`src/rtl/threshold_pkg.sv`:
```
// rtl/threshold_pkg.sv - mode encodings and FSM state type for the threshold engine
package threshold_pkg;

    typedef enum logic [1:0] {
        MODE_LOCAL     = 2'd0,
        MODE_LOCAL_INV = 2'd1,
        MODE_GLOBAL    = 2'd2,
        MODE_RESERVED  = 2'd3
    } mode_e;

    typedef enum logic [1:0] {
        ST_IDLE  = 2'd0,
        ST_RUN   = 2'd1,
        ST_DRAIN = 2'd2,
        ST_DONE  = 2'd3
    } state_e;

endpackage

```
`src/rtl/threshold_compare.sv`:
```
// rtl/threshold_compare.sv - saturating threshold-minus-offset and pixel compare
module threshold_compare #(
    parameter int PIXEL_BITS  = 8,
    parameter int OFFSET_BITS = 8
) (
    input  logic [PIXEL_BITS-1:0]         pixel_i,
    input  logic [PIXEL_BITS-1:0]         threshold_i,
    input  logic signed [OFFSET_BITS-1:0] offset_i,
    input  logic                          invert_i,
    output logic                          result_o
);
    // Two guard bits keep T - offset from wrapping; offset is assumed to fit
    // in PIXEL_BITS+2 bits after sign extension.
    localparam int EW = PIXEL_BITS + 2;
    localparam logic signed [EW-1:0] MAX_EFF = {2'b00, {PIXEL_BITS{1'b1}}};

    logic signed [EW-1:0]  thr_ext;
    logic signed [EW-1:0]  off_ext;
    logic signed [EW-1:0]  diff;
    logic [PIXEL_BITS-1:0] eff;
    logic                  above;

    // Clamp the effective threshold to the pixel range, then compare.
    always_comb begin
        thr_ext = $signed({2'b00, threshold_i});
        off_ext = EW'(offset_i);
        diff    = thr_ext - off_ext;
        if (diff < 0) begin
            eff = '0;
        end else if (diff > MAX_EFF) begin
            eff = '1;
        end else begin
            eff = diff[PIXEL_BITS-1:0];
        end
        above    = (pixel_i > eff);
        result_o = invert_i ? ~above : above;
    end

endmodule

```
`src/rtl/threshold_engine.sv`:
```
// rtl/threshold_engine.sv - raster-scan image binarizer; THRESHOLD_WHITE_COUNT_EN adds oWhiteCount
module threshold_engine
    import threshold_pkg::*;
#(
    parameter int WIDTH_BITS   = 8,
    parameter int HEIGHT_BITS  = 8,
    parameter int PIXEL_BITS   = 8,
    parameter int OFFSET_BITS  = 8,
    parameter int READ_LATENCY = 1
) (
    input  logic                          clock,
    input  logic                          reset,
    input  logic                          iStart,
    input  logic [1:0]                    iMode,
    input  logic signed [OFFSET_BITS-1:0] iOffset,
    input  logic [PIXEL_BITS-1:0]         iGlobalThreshold,
    output logic [WIDTH_BITS-1:0]         oImageCol,
    output logic [HEIGHT_BITS-1:0]        oImageRow,
    input  logic [PIXEL_BITS-1:0]         iImageData,
    output logic [WIDTH_BITS-1:0]         oThresholdCol,
    output logic [HEIGHT_BITS-1:0]        oThresholdRow,
    input  logic [PIXEL_BITS-1:0]         iThresholdData,
    output logic [WIDTH_BITS-1:0]         oResultCol,
    output logic [HEIGHT_BITS-1:0]        oResultRow,
    output logic                          oResultData,
    output logic                          oResultWren,
    output logic                          oBusy,
    output logic                          oDone
`ifdef THRESHOLD_WHITE_COUNT_EN
    ,
    output logic [WIDTH_BITS+HEIGHT_BITS:0] oWhiteCount
`endif
);
    localparam int AW = WIDTH_BITS + HEIGHT_BITS;
    localparam logic [AW-1:0] LAST_ADDR = '1;

    state_e                   state_q, state_d;
    logic [AW-1:0]            addr_q, addr_d;
    logic                     start_accept;
    mode_e                    mode_q;
    logic signed [OFFSET_BITS-1:0] offset_q;
    logic [PIXEL_BITS-1:0]    gthr_q;
    logic [READ_LATENCY-1:0]  pipe_v_q;
    logic [AW-1:0]            pipe_a_q [READ_LATENCY];
    logic                     res_wren_q;
    logic                     res_data_q;
    logic [AW-1:0]            res_addr_q;
    logic [PIXEL_BITS-1:0]    thr_sel;
    logic                     invert;
    logic                     cmp_result;

    // Next-state and address-counter logic; iStart only matters in IDLE.
    always_comb begin
        state_d      = state_q;
        addr_d       = addr_q;
        start_accept = 1'b0;
        case (state_q)
            ST_IDLE: begin
                if (iStart) begin
                    start_accept = 1'b1;
                    addr_d       = '0;
                    state_d      = ST_RUN;
                end
            end
            ST_RUN: begin
                addr_d = addr_q + 1'b1;
                if (addr_q == LAST_ADDR) begin
                    state_d = ST_DRAIN;
                end
            end
            ST_DRAIN: begin
                if (pipe_v_q == '0) begin
                    state_d = ST_DONE;
                end
            end
            ST_DONE: begin
                state_d = ST_IDLE;
            end
            default: begin
                state_d = ST_IDLE;
            end
        endcase
    end

    // State and address counter registers.
    always_ff @(posedge clock) begin
        if (reset) begin
            state_q <= ST_IDLE;
            addr_q  <= '0;
        end else begin
            state_q <= state_d;
            addr_q  <= addr_d;
        end
    end

    // Frame configuration is captured once per accepted start.
    always_ff @(posedge clock) begin
        if (reset) begin
            mode_q   <= MODE_LOCAL;
            offset_q <= '0;
            gthr_q   <= '0;
        end else if (start_accept) begin
            mode_q   <= mode_e'(iMode);
            offset_q <= iOffset;
            gthr_q   <= iGlobalThreshold;
        end
    end

    // Valid/address pipeline that lines each address up with its read data.
    always_ff @(posedge clock) begin
        if (reset) begin
            pipe_v_q <= '0;
        end else begin
            pipe_v_q[0] <= (state_q == ST_RUN);
            for (int i = 1; i < READ_LATENCY; i++) begin
                pipe_v_q[i] <= pipe_v_q[i-1];
            end
        end
        pipe_a_q[0] <= addr_q;
        for (int i = 1; i < READ_LATENCY; i++) begin
            pipe_a_q[i] <= pipe_a_q[i-1];
        end
    end

    // GLOBAL ignores the threshold memory; reserved mode behaves as LOCAL.
    always_comb begin
        thr_sel = (mode_q == MODE_GLOBAL) ? gthr_q : iThresholdData;
        invert  = (mode_q == MODE_LOCAL_INV);
    end

    threshold_compare #(
        .PIXEL_BITS  (PIXEL_BITS),
        .OFFSET_BITS (OFFSET_BITS)
    ) u_compare (
        .pixel_i     (iImageData),
        .threshold_i (thr_sel),
        .offset_i    (offset_q),
        .invert_i    (invert),
        .result_o    (cmp_result)
    );

    // Registered result write port.
    always_ff @(posedge clock) begin
        if (reset) begin
            res_wren_q <= 1'b0;
            res_data_q <= 1'b0;
            res_addr_q <= '0;
        end else begin
            res_wren_q <= pipe_v_q[READ_LATENCY-1];
            if (pipe_v_q[READ_LATENCY-1]) begin
                res_data_q <= cmp_result;
                res_addr_q <= pipe_a_q[READ_LATENCY-1];
            end
        end
    end

`ifdef THRESHOLD_WHITE_COUNT_EN
    logic [AW:0] white_q;

    // White-pixel tally: cleared on start, held after the frame completes.
    always_ff @(posedge clock) begin
        if (reset) begin
            white_q <= '0;
        end else if (start_accept) begin
            white_q <= '0;
        end else if (res_wren_q && res_data_q) begin
            white_q <= white_q + 1'b1;
        end
    end

    assign oWhiteCount = white_q;
`endif

    assign oImageCol     = addr_q[WIDTH_BITS-1:0];
    assign oImageRow     = addr_q[AW-1:WIDTH_BITS];
    assign oThresholdCol = addr_q[WIDTH_BITS-1:0];
    assign oThresholdRow = addr_q[AW-1:WIDTH_BITS];
    assign oResultCol    = res_addr_q[WIDTH_BITS-1:0];
    assign oResultRow    = res_addr_q[AW-1:WIDTH_BITS];
    assign oResultData   = res_data_q;
    assign oResultWren   = res_wren_q;
    assign oBusy         = (state_q == ST_RUN) || (state_q == ST_DRAIN);
    assign oDone         = (state_q == ST_DONE);

endmodule

```
`config.mk`:
```
export PLATFORM = sky130hd
export DESIGN_NAME = threshold_engine
export DESIGN_NICKNAME = d
export VERILOG_FILES = /design/src/rtl/threshold_pkg.sv /design/src/rtl/threshold_compare.sv /design/src/rtl/threshold_engine.sv
export SDC_FILE = /design/constraint.sdc
export NUM_CORES = 1
export LEC_CHECK = 0
export ABC_AREA = 0
export CAP_MARGIN = 20
export CORE_ASPECT_RATIO = 0.75
export CORE_UTILIZATION = 52
export DETAILED_ROUTE_END_ITERATION = 6
export PLACE_DENSITY = 0.85
export SLEW_MARGIN = 10
export SYNTH_ARGS = -nofsm -noshare
export SYNTH_HDL_FRONTEND = slang
export SYNTH_SLANG_ARGS = --single-unit
```
`constraint.sdc`:
```
create_clock -name clock -period 7.8 [get_ports clock]
set_clock_uncertainty 0.1 [all_clocks]
set_input_delay 1.95 -clock clock [delete_from_list [all_inputs] [get_ports clock]]
set_output_delay 1.95 -clock clock [all_outputs]
set_load 0.1 [all_outputs]
```
==> impl_metrics.env <==
export IMPL_tns_ns=0
export IMPL_drc=0
export IMPL_synth_nets=435
export IMPL_synthFlopType="dfxtp_1"
export IMPL_cts_hold_buf=0
export IMPL_setup_viol=0
export IMPL_worstMarginPinSlew_ns=0.9975
export IMPL_met3_usage=0.05732
export IMPL_viasPerCell=5.238
export IMPL_cpPeakStageDelay_ns=0.40
export IMPL_core_um2=6006
export IMPL_placed_area_um2=4146
export IMPL_p_sw_w=0.0004734
export IMPL_drt_iter0_drc=136
export IMPL_grt_pass1_wl_um=12430
export IMPL_cp_common_cell="ha_1"
export IMPL_outcome="finished, final reports clean"
export IMPL_grt_usage=0.2443
export IMPL_period_minus_slack_ns=5.489
export IMPL_met1_usage=0.3211
export IMPL_synth_edf_count=0
export IMPL_setup_worst_path_end_class="flip-flop"
export IMPL_drv_cap=0
export IMPL_p_per_area_nw_per_um2=278.6
export IMPL_timing_setup_critical_path_class="in2reg"
export IMPL_r2r_cells=16
export IMPL_row_count=24
export IMPL_seq_area_frac_synth=0.4267
export IMPL_wl_um=7772
export IMPL_synth_top_area_cell="dfxtp_1"
export IMPL_cts_tree="yes"
export IMPL_leakage_nw=1.675
export IMPL_yosys_area_top_type_share=0.4267
export IMPL_grt_pass1_vias=2617
export IMPL_final_period_utilization=0.7037
export IMPL_critPathArrivalTime_ns=5.64
export IMPL_htree_num_levels=3
export IMPL_drive_gt1_frac=0.05765
export IMPL_finalMaxSlewViolations=0
export IMPL_vias=2771
export IMPL_whs_ns=0.3163
export IMPL_hpwl_um=5573
export IMPL_synth_avg_cell_area_um2=8.882
export IMPL_die_h_um=71.31
export IMPL_layout_cells_non_filler=529
export IMPL_place_inst=513
export IMPL_ir_drop_mv=0.2980
export IMPL_required_ns=7.95
export IMPL_max_freq_mhz=182.2
export IMPL_wl_per_cell_um=14.69
export IMPL_synthesis_area_um2=3331
export IMPL_synth_area_leaders="dfxtp_1 (43%), ha_1 (8.3%), mux2i_1 (6.0%)"
export IMPL_clk_pin_slew_ns=0.08
export IMPL_pwr_share_seq=0.345
export IMPL_overflow=0
export IMPL_nNetsFinal=507
export IMPL_cts_root_buf="clkbuf_8"
export IMPL_synth_seq_cells=71
export IMPL_layout_commonest_cell="clkdlybuf4s50_1"
export IMPL_cts_sinks=71
export IMPL_hold_viol=0
export IMPL_crit_chain="clkdlybuf4s50_1 > mux2_2 > ha_1 > nor2b_1 > o31a_1 > a311o_1 > a21o_1 > mux2i_4 > o21ai_1 > ha_1 > nand3_1 > o22ai_1 > o21bai_1 > a22o_1 > xnor2_1 > a211oi_1"
export IMPL_p_clk_frac=0.239
export IMPL_worstSetupStartpointType="primary input"
export IMPL_async_flop_share=0
export IMPL_layout_common_cells="clkdlybuf4s50_1 (88), dfxtp_1 (71), nand2_1 (53), nor2_1 (42), a21oi_1 (34)"
export IMPL_initial_core_util=0.5546
export IMPL_antenna_found_initial=0
export IMPL_ant_nets=0
export IMPL_hp_class="reg2reg"
export IMPL_grt_max_degree=44
export IMPL_path_max_fanout=6
export IMPL_worstHoldPathCells=0
export IMPL_use_met2=0.3986
export IMPL_p_int_w=0.0007405
export IMPL_synth_warnings=0
export IMPL_crit_slowest_cell="clkdlybuf4s50_1"
export IMPL_cts_buffers=9
export IMPL_ys_types=41
export IMPL_port_buffers=88
export IMPL_rsz0062_at_grt="false"
export IMPL_p_comb_frac=0.416
export IMPL_dr_pass1_iters=4
export IMPL_clock_latency_ns=0.34
export IMPL_gp_congestion=0.8556
export IMPL_syn_inst=375
export IMPL_cts_repair_resized=0
export IMPL_stdcell_area_um2=4357
export IMPL_top_usage_layer="met2"
export IMPL_switching_share=0.3900
export IMPL_post_cts_setup_buffers=0
export IMPL_antenna_diode_count=0
export IMPL_ios=89
export IMPL_syn_to_final_growth_pct=30.80
export IMPL_slew_headroom=0.3329
export IMPL_clock_path_buffers=2
export IMPL_fp_dieW_um=94.42
export IMPL_die_area_um2=6733
## layout make-up
cell class | instances | area, um^2
Clock buffer | 10 | 137.6
Clock inverter | 5 | 57.56
Fill cell | 459 | 1649
Inverter | 15 | 56.30
Multi-Input combinational cell | 260 | 1683
Sequential cell | 71 | 1421
Tap cell | 78 | 97.59
Timing Repair Buffer | 90 | 903.4
## power by group through the flow
stage                     combinational, W  clock (W)  sequential, W
after global routing              0.000553   0.000311       0.000423
after global placement            0.000474          0       0.000432
after CTS                         0.000494   0.000296       0.000426
after floorplan                   0.000364          0       0.000450
after detailed placement          0.000491          0       0.000434
final                             0.000505   0.000290       0.000419
## final timing paths
path | start | to | slack (ns)
hold reg to reg | addr_q[14] | pipe_a_q[0][14] | 0.32
setup / recovery | iThresholdData[2] | oResultData | 2.31
setup reg to reg | mode_q[0] | oResultData | 3.42
hold / removal | addr_q[14] | pipe_a_q[0][14] | 0.32
## routing by layer
metal  routed length, um  share of wire
met1                3804           0.49
met2                3492           0.45
met3                 427          0.055
met4                  47         0.0060
met5                   0              0
## sequential cells by signal (all words and copies together) (netlist names)
register	count
addr_q	16
gthr_q	8
mode_q	2
oResultData	1
oResultWren	1
offset_q	8
pipe_a_q	16
pipe_v_q	1
res_addr_q	16
state_q	2
## per-stage QoR
step | util | power, W | setup WS [ns]
after global placement | 0.6904 | 0.0009066 | 2.178
after detailed placement | 0.6904 | 0.0009245 | 2.011
final | 0.7254 | 0.001214 | 2.311
after floorplan | - | 0.0008142 | 2.699
after global routing | 0.7254 | 0.001286 | 2.061
after CTS | 0.7229 | 0.001215 | 2.355
## worst max-delay path: cells and delay by family
family                     cells  cell delay (ns)
AOI/OAI and AO/OA              8             1.70
adders and majority gates      2             0.66
muxes                          2             0.55
buffers and inverters          1             0.40
and+or+nand+nor                2             0.28
xor gates and xnor gates       1             0.12
## cells in the mapped netlist, types with 6 or more instances
master    instances
nand2_1          53
inv_1            15
a21oi_1          34
ha_1             22
mux2i_1          20
buf_4            16
clkbuf_1         12
mux2_2            7
xnor2_1           6
nand3_1           6
dfxtp_1          71
nor2_1           42
xor2_1            9
## logic make-up (layout without fill, tap and decap cells)
| family | Yosys count | in the layout | share of synthesized area |
|---|---|---|---|
| AO/OA/AOI/OAI | 67 | 67 | 0.1202 |
| XOR/XNOR | 15 | 15 | 0.03945 |
| adder cells (fa/ha/maj) | 23 | 23 | 0.08865 |
| buffers and inverters | 44 | 120 | 0.06799 |
| flip-flops | 71 | 71 | 0.4267 |
| multiplexers | 28 | 28 | 0.09053 |
| AND/OR/NAND/NOR | 127 | 127 | 0.1664 |
Note: power is estimated with default switching activity, not from simulation.
